==> src/rtl/order_pack_4.sv <==
// Packs a serial word stream into 4-word groups for the 4-input sorter, double-buffered.
// Define ORDER_PACK_LAST_EN to let in_last close partial groups (PAD-filled).
module order_pack_4 #(
  parameter int unsigned      DSIZE = 8,
  parameter logic [DSIZE-1:0] PAD   = '0
) (
  input  logic             clock,
  input  logic             rst_n,
  input  logic             in_valid,
  output logic             in_ready,
  input  logic [DSIZE-1:0] in_data,
  input  logic             in_last,
  output logic             out_valid,
  input  logic             out_ready,
  output logic [DSIZE-1:0] out_data0,
  output logic [DSIZE-1:0] out_data1,
  output logic [DSIZE-1:0] out_data2,
  output logic [DSIZE-1:0] out_data3,
  output logic [2:0]       out_cnt,
  output logic             out_last,
  output logic             dbg_state
);

  // Handshake: a word moves when in_valid && in_ready, a group when out_valid && out_ready.
  typedef enum logic {FILL = 1'b0, HOLD = 1'b1} state_e;

  state_e           state_q, state_d;
  logic [1:0]       wp_q, wp_d;
  logic [DSIZE-1:0] fill_q [4];
  logic [DSIZE-1:0] fill_d [4];
  logic [DSIZE-1:0] grp [4];
  logic [2:0]       fill_cnt_q, fill_cnt_d;
  logic             fill_last_q, fill_last_d;
  logic             out_valid_q, out_valid_d;
  logic [DSIZE-1:0] out_q [4];
  logic [DSIZE-1:0] out_d [4];
  logic [2:0]       out_cnt_q, out_cnt_d;
  logic             out_last_q, out_last_d;
  logic             word_last, accept, close, out_xfer, out_free;

`ifdef ORDER_PACK_LAST_EN
  assign word_last = in_last;
`else
  logic unused_in_last;
  assign unused_in_last = in_last;
  assign word_last      = 1'b0;
`endif

  always_comb begin
    in_ready = (state_q == FILL);
    accept   = in_valid && in_ready;
    out_xfer = out_valid_q && out_ready;
    out_free = !out_valid_q || out_ready;
    close    = accept && ((wp_q == 2'd3) || word_last);
    // Group as it would look if closed by the current word: later slots padded.
    for (int i = 0; i < 4; i++) begin
      if (2'(i) < wp_q)       grp[i] = fill_q[i];
      else if (2'(i) == wp_q) grp[i] = in_data;
      else                    grp[i] = PAD;
    end

    state_d     = state_q;
    wp_d        = wp_q;
    fill_d      = fill_q;
    fill_cnt_d  = fill_cnt_q;
    fill_last_d = fill_last_q;
    out_valid_d = out_valid_q;
    out_d       = out_q;
    out_cnt_d   = out_cnt_q;
    out_last_d  = out_last_q;

    if (out_xfer) begin
      out_valid_d = 1'b0;
      out_cnt_d   = 3'd0;
      out_last_d  = 1'b0;
    end

    case (state_q)
      FILL: begin
        if (close) begin
          wp_d = 2'd0;
          if (out_free) begin
            out_d       = grp;
            out_valid_d = 1'b1;
            out_cnt_d   = {1'b0, wp_q} + 3'd1;
            out_last_d  = word_last;
          end else begin
            fill_d      = grp;
            fill_cnt_d  = {1'b0, wp_q} + 3'd1;
            fill_last_d = word_last;
            state_d     = HOLD;
          end
        end else if (accept) begin
          fill_d[wp_q] = in_data;
          wp_d         = wp_q + 2'd1;
        end
      end
      HOLD: begin
        if (out_xfer) begin
          out_d       = fill_q;
          out_valid_d = 1'b1;
          out_cnt_d   = fill_cnt_q;
          out_last_d  = fill_last_q;
          state_d     = FILL;
        end
      end
      default: state_d = FILL;
    endcase
  end

  always_ff @(posedge clock or negedge rst_n) begin
    if (!rst_n) begin
      state_q     <= FILL;
      wp_q        <= 2'd0;
      fill_cnt_q  <= 3'd0;
      fill_last_q <= 1'b0;
      out_valid_q <= 1'b0;
      out_cnt_q   <= 3'd0;
      out_last_q  <= 1'b0;
      for (int i = 0; i < 4; i++) begin
        fill_q[i] <= PAD;
        out_q[i]  <= PAD;
      end
    end else begin
      state_q     <= state_d;
      wp_q        <= wp_d;
      fill_cnt_q  <= fill_cnt_d;
      fill_last_q <= fill_last_d;
      out_valid_q <= out_valid_d;
      out_cnt_q   <= out_cnt_d;
      out_last_q  <= out_last_d;
      fill_q      <= fill_d;
      out_q       <= out_d;
    end
  end

  assign out_valid = out_valid_q;
  assign out_data0 = out_q[0];
  assign out_data1 = out_q[1];
  assign out_data2 = out_q[2];
  assign out_data3 = out_q[3];
  assign out_cnt   = out_cnt_q;
  assign out_last  = out_last_q;
  assign dbg_state = state_q;

endmodule

==> config.mk <==
export PLATFORM = sky130hd
export DESIGN_NAME = order_pack_4
export DESIGN_NICKNAME = d
export VERILOG_FILES = /design/src/rtl/order_pack_4.sv
export SDC_FILE = /design/constraint.sdc
export NUM_CORES = 1
export LEC_CHECK = 0
export BUFFER_PORTS_ARGS = -buffer_cell sky130_fd_sc_hd__buf_2
export CELL_PAD_IN_SITES_DETAIL_PLACEMENT = 2
export CELL_PAD_IN_SITES_GLOBAL_PLACEMENT = 2
export CORE_ASPECT_RATIO = 0.9
export CORE_MARGIN = 5
export CORE_UTILIZATION = 30
export CTS_CLUSTER_DIAMETER = 200
export DETAILED_ROUTE_END_ITERATION = 12
export GPL_ROUTABILITY_DRIVEN = 0
export HOLD_SLACK_MARGIN = 0.06
export PLACE_DENSITY_LB_ADDON = 0.1
export SLEW_MARGIN = 20
export SYNTH_ARGS = -nofsm -noshare
export SYNTH_HDL_FRONTEND = slang
export SYNTH_SLANG_ARGS = --single-unit
==> constraint.sdc <==
create_clock -name clock -period 2.37 [get_ports clock]
set_clock_uncertainty 0.2 [all_clocks]
set_input_delay 0.237 -clock clock [delete_from_list [all_inputs] [get_ports clock]]
set_output_delay 0.237 -clock clock [all_outputs]
set_load 0.01 [all_outputs]
==> metrics, run 1 <==
IO Count=52; Max Buffers Root-to-Sink=2; pre-CTS WS=0.251 ns; CTS tree=yes; Clk Latency, worst-skew pair=0.33 ns; Num Clock Sinks=75; RSZ-0062 raised after global routing=no; WL final=9050 microns; Synth-to-Final Area Change=26.2%; largest area contributor in the netlist=dfrtp_1; Clk pin slew, worst setup/hold paths=0.06 ns; vias in the first global route=2686; Top FF cell, synth=dfrtp_1; Worst Hold Margin=0.0836 ns; Via density=4.88; register area=1880 sq um; final hold vios=0; Hold/Removal Path Class=in -> reg; FILL cells=1179; final setup vio count=0; Die H=111 microns; Synth Area per Inst=12.6 sq um; Period minus WS final=2.09 ns; Post-Syn Nets=291; Async S/R FF share, synth=100%; Multi-input gate area=1460 sq um; outcome=finished, final reports clean; Syn. warnings=0; Static Leak=2.06 nW; starting density of the core=30.3%; total gr overflow=0; DRT iter0 DRCs=92; most frequent cell after synthesis=dfrtp_1; Max Cap Violations=0; synthesis-stage register bit count=75; setup TNS=0 ns; HPWL after detailed placement=6230 microns; Slew Viols, Final=0; CP required=2.44 ns; port buffer count=50; most common library cells after synthesis=dfrtp_1 (75), mux2_2 (60), o21ai_0 (34); # DRC=0; first-pass GRT wire length=14900 microns; ranking of synthesized cells by area=dfrtp_1 (55%), mux2_2 (20%), a22o_1 (6.1%), o21ai_0 (5.0%), nand2_1 (2.1%); nets@finish=350; clock root cell=clkbuf_16; CP top delay family=simple AND/OR/NAND/NOR gates; via count=2407; Final ANT Viol Nets=0; Design Area, Final=4330 sq um; sequential area share after synthesis=54.7%; Rows=37; CP arrival=2.15 ns; Worst-Margin Slew=0.663 ns; DIE AREA=13700 sq um; worst path cell trace=ha_1 -> buf_4 -> nor2b_1 -> a22o_1 -> mux2_2; WL/cell=18.4 microns; layout cells sized above 1=43.9%; setup bufs post-CTS=0; H-Tree Level Count=3; GRT Overall Usage=14.2%; TritonCTS Buffers=9; cells after synthesis=273; classification of the worst setup path=reg -> reg; post-placement cell count=475; area share of the largest cell type after synthesis=54.7%; Post-Syn Area=3430 sq um; fin crit share=88.1%; DP Area=3970 sq um; Crit-path slowest cell=nor2b_1; power per cell area=1340 nW/um^2; final setup margin=0.283 ns; CP max FO=8; core area=11300 sq um; TritonRoute pass-1 iters=4; Fmax achieved=0.479 GHz; Ant. Diodes=0; CP Buf/Inv Count=1; Slew headroom=55.7%; synth unique cells=30; CP Launch Type=register; largest net degree at the start of global routing=37; initial antenna violation count=0; max incr delay on CP=0.55 ns; crit end category=register; EDFF count, synth=0; DIE WIDTH=123 microns; Final Non-Filler Cells=493; maximum VDD drop=0.000466 V
==> cell usage in the layout, fill, tap and decap left out, drive strengths merged, types with 3 or more instances in the layout <==
master and instances:
dfrtp 75, a21oi 4, nand2 19, nand3b 3
mux2 61, ha 5, nand2b 3, clkbuf 11
and2 3, a221o 3, inv 5, o21ai 34
buf 64, a22o 24, nor2 3, bufinv 3
==> through the flow <==
step	power (mW)	util (%)
6_report	5.79	38.2
5_1_grt	6.19	38.2
4_1_cts	5.90	38.2
3_5_place_dp	4.28	35.0
3_3_place_gp	4.21	35.0
2_1_floorplan	3.43	-
==> layer usage <==
metal  share of wire, %  wire, microns  global-route usage (%)  up-vias
met5                  0              0                       0        -
met4                1.3            118                    4.25        0
met3                3.7            339                    3.76        8
met2                 46           4190                    21.9       48
met1                 49           4400                    19.5     1248
li1                   -              -                       -     1103
==> registers in the layout, indices dropped and copies added, names as in the netlist, named ones only <==
name / cells
out_data1: 8
fill_cnt_q: 3
fill_q: 32
out_data3: 8
out_last: 1
out_valid: 1
wp_q: 2
out_data0: 8
dbg_state: 1
out_data2: 8
==> layout make-up <==
type	instances	share of cell area, %
sequential	75	43.3
multi-input combinational	175	33.7
timing repair buffer	66	10.2
clock buffer	11	5.60
tap	156	4.50
clock inverter	5	2.31
inverter	5	0.433
==> power breakdown <==
group / internal (mW) / leakage, nW / switching, mW
clock network: 1.05 / 0.169 / 0.525
registers: 1.79 / 0.964 / 0.294
logic: 1.10 / 0.927 / 1.02
total: 3.94 / 2.06 / 1.84
==> kinds of logic after synthesis <==
group,Yosys count,share of synthesized area (%)
DFF,75,54.7
muxes,61,20.0
AOI/OAI and AO/OA,69,14.1
adders and majority gates,5,1.82
buffers and inverters,23,3.06
and+or+nand+nor,40,6.30
==> worst paths after layout <==
path | from | endpoint | slack [ns] | cells after the start
max in group asynchronous | rst_n | out_data1[6] | 1.24 | 3
hold reg to reg | out_last | out_last | 0.29 | 1
min in group asynchronous | rst_n | asynchronous set/reset pin | 0.11 | 2
setup reg to reg | wp_q[0] | out_data3[7] | 0.28 | 5
setup / recovery | wp_q[0] | out_data3[7] | 0.28 | 5
hold / removal | in_data[7] | fill_q[23] | 0.08 | 2
==> repair_timing <==
action                                 CTS  global route
endpoints found under the hold margin   76             0
hold buffers                             2             0
gates resized for setup                  0             0
Note: power is estimated with default switching activity, not from simulation.
==> run 2, diff against run 1 <==
--- a/config.mk
+++ b/config.mk
@@ -10,12 +10,13 @@
 export CELL_PAD_IN_SITES_GLOBAL_PLACEMENT = 2
 export CORE_ASPECT_RATIO = 0.9
 export CORE_MARGIN = 5
-export CORE_UTILIZATION = 30
+export CORE_UTILIZATION = 35
 export CTS_CLUSTER_DIAMETER = 200
 export DETAILED_ROUTE_END_ITERATION = 12
 export GPL_ROUTABILITY_DRIVEN = 0
 export HOLD_SLACK_MARGIN = 0.06
 export PLACE_DENSITY_LB_ADDON = 0.1
+export SETUP_SLACK_MARGIN = 0.4
 export SLEW_MARGIN = 20
 export SYNTH_ARGS = -nofsm -noshare
 export SYNTH_HDL_FRONTEND = slang
==> constraint.sdc (replaced) <==
create_clock -name clock -period 2.5 [get_ports clock]
set_clock_uncertainty 0.2 [all_clocks]
set_input_delay 0.25 -clock clock [delete_from_list [all_inputs] [get_ports clock]]
set_output_delay 0.25 -clock clock [all_outputs]
set_load 0.01 [all_outputs]
==> metrics, run 2 (synthesized netlist as in run 1, its figures left out) <==
outcome=finished, final reports clean; commonest non-fill, non-tap cell in the layout=dfrtp_1; TritonRoute pass-1 iters=4; met3 usage=4.07%; max reg flops=32; Fmax achieved=0.496 GHz; Final Non-Filler Cells=465; core area=9610 sq um; Crit-path slowest cell=dfrtp_1; setup TNS=0 ns; setup bufs post-CTS=0; RSZ-0062 raised after global routing=no; layout cells sized above 1=44.5%; Clk pin slew, worst setup/hold paths=0.08 ns; DRT iter0 DRCs=88; GRT Overall Usage=16.0%; most frequent CP cell=buf_4; Final ANT Viol Nets=0; met2 Use GR=25.1%; port buffer count=50; vias in the first global route=2754; DIE AREA=11900 sq um; commonest non-fill, non-tap cells in the layout=dfrtp_1 (74), mux2_2 (60), buf_2 (49), o21ai_0 (34), a22o_1 (24); Max Cap Violations=0; nets@finish=352; Slew Viols, Final=0; HPWL after detailed placement=6050 microns; Max Buffers Root-to-Sink=2; largest net degree at the start of global routing=44; WL/cell=19.5 microns; Slew headroom=59.6%; Synth-to-Final Area Change=21.8%; Num Clock Sinks=75; worst flop-to-flop path endpoint=out_data3[4]; r2r worst-path depth=7; launch point of the worst path=wp_q[0]; final setup vio count=0; post-placement cell count=446; first-pass GRT wire length=14800 microns; DIE WIDTH=114 microns; number of cells on the critical path=7; power per cell area=1210 nW/um^2; R2R Setup Slk=0.48 ns; Hold/Removal Path Class=in -> reg; Top reg by flops=fill_q; CTS tree=yes; Worst Hold Margin=0.0906 ns; Period minus WS final=2.02 ns; classification of the worst setup path=reg -> reg; worst r2r src=wp_q[0]; Clk Latency, worst-skew pair=0.35 ns; worst path cell trace=buf_4 -> ha_2 -> buf_4 -> nor2b_1 -> buf_4 -> a22o_1 -> mux2_2; via count=2431; Static Leak=2.00 nW; maximum VDD drop=0.000442 V; Die H=104 microns; CP arrival=2.05 ns; CP top delay family=buffers and inverters; clock root cell=clkbuf_8; IO Count=52; Overall Power=5.07 mW; GR Layer Usage met1=21.8%; CP required=2.53 ns; Rows=34; busiest grt layer=met2; initial antenna violation count=0; Via density=5.23; total gr overflow=0; fin crit share=80.6%; Critical Path Sink=out_data3[4]; CP Buf/Inv Count=3; WL final=9050 microns; # DRC=0; TritonCTS Buffers=9; CP Launch Type=register; crit end category=register; max incr delay on CP=0.41 ns; hold_sp=in_data[7]; H-Tree Level Count=3; starting density of the core=35.7%; Worst-Margin Slew=0.607 ns; CP max FO=8; final hold vios=0; Ant. Diodes=0
-- run 2: area by class of cell --
class                   instances  area (sq um)
clock inverters                 4          73.8
multi-input cells             175          1460
repair buffers                 68           445
inverters                       5          18.8
clock buffers                  12           145
well taps                     126           158
flip-flops and latches         75          1880
fillers                      1012          5430
-- run 2: what timing repair did --
item,in CTS,in global routing
endpoints found under the setup margin,0,34
resized for setup,0,3
hold endpoints to repair,44,0
hold buffers,3,0
-- run 2: worst min-delay path by stage --
stage | cells past startpoint | endpoint
2_1_floorplan | 0 | asynchronous set/reset pin
3_3_place_gp | 1 | out_last
3_5_place_dp | 1 | out_last
4_1_cts | 2 | fill_q[31]
5_1_grt | 2 | fill_q[14]
6_report | 2 | fill_q[15]
-- run 2: per-stage QoR --
stage / worst slack [ns] / utilization [%] / area [sq um]
floorplan: 0.429 / - / 3430
global placement: 0.458 / 40.9 / 3930
detailed placement: 0.427 / 40.9 / 3930
CTS: 0.413 / 43.4 / 4180
global route: 0.400 / 43.5 / 4180
finish: 0.484 / 43.5 / 4180
-- run 2: power breakdown --
part | total [mW] | switching (mW) | internal [mW]
sequential | 1.95 | 0.251 | 1.70
clock | 1.05 | 0.462 | 0.591
combinational | 2.07 | 1.02 | 1.05
total | 5.07 | 1.73 | 3.34
-- run 2: per-layer routing --
metal	share of wire [%]	vias to the layer above
met5	0	-
met2	47	43
li1	-	1103
met3	3.7	8
met4	1.0	0
met1	48	1277
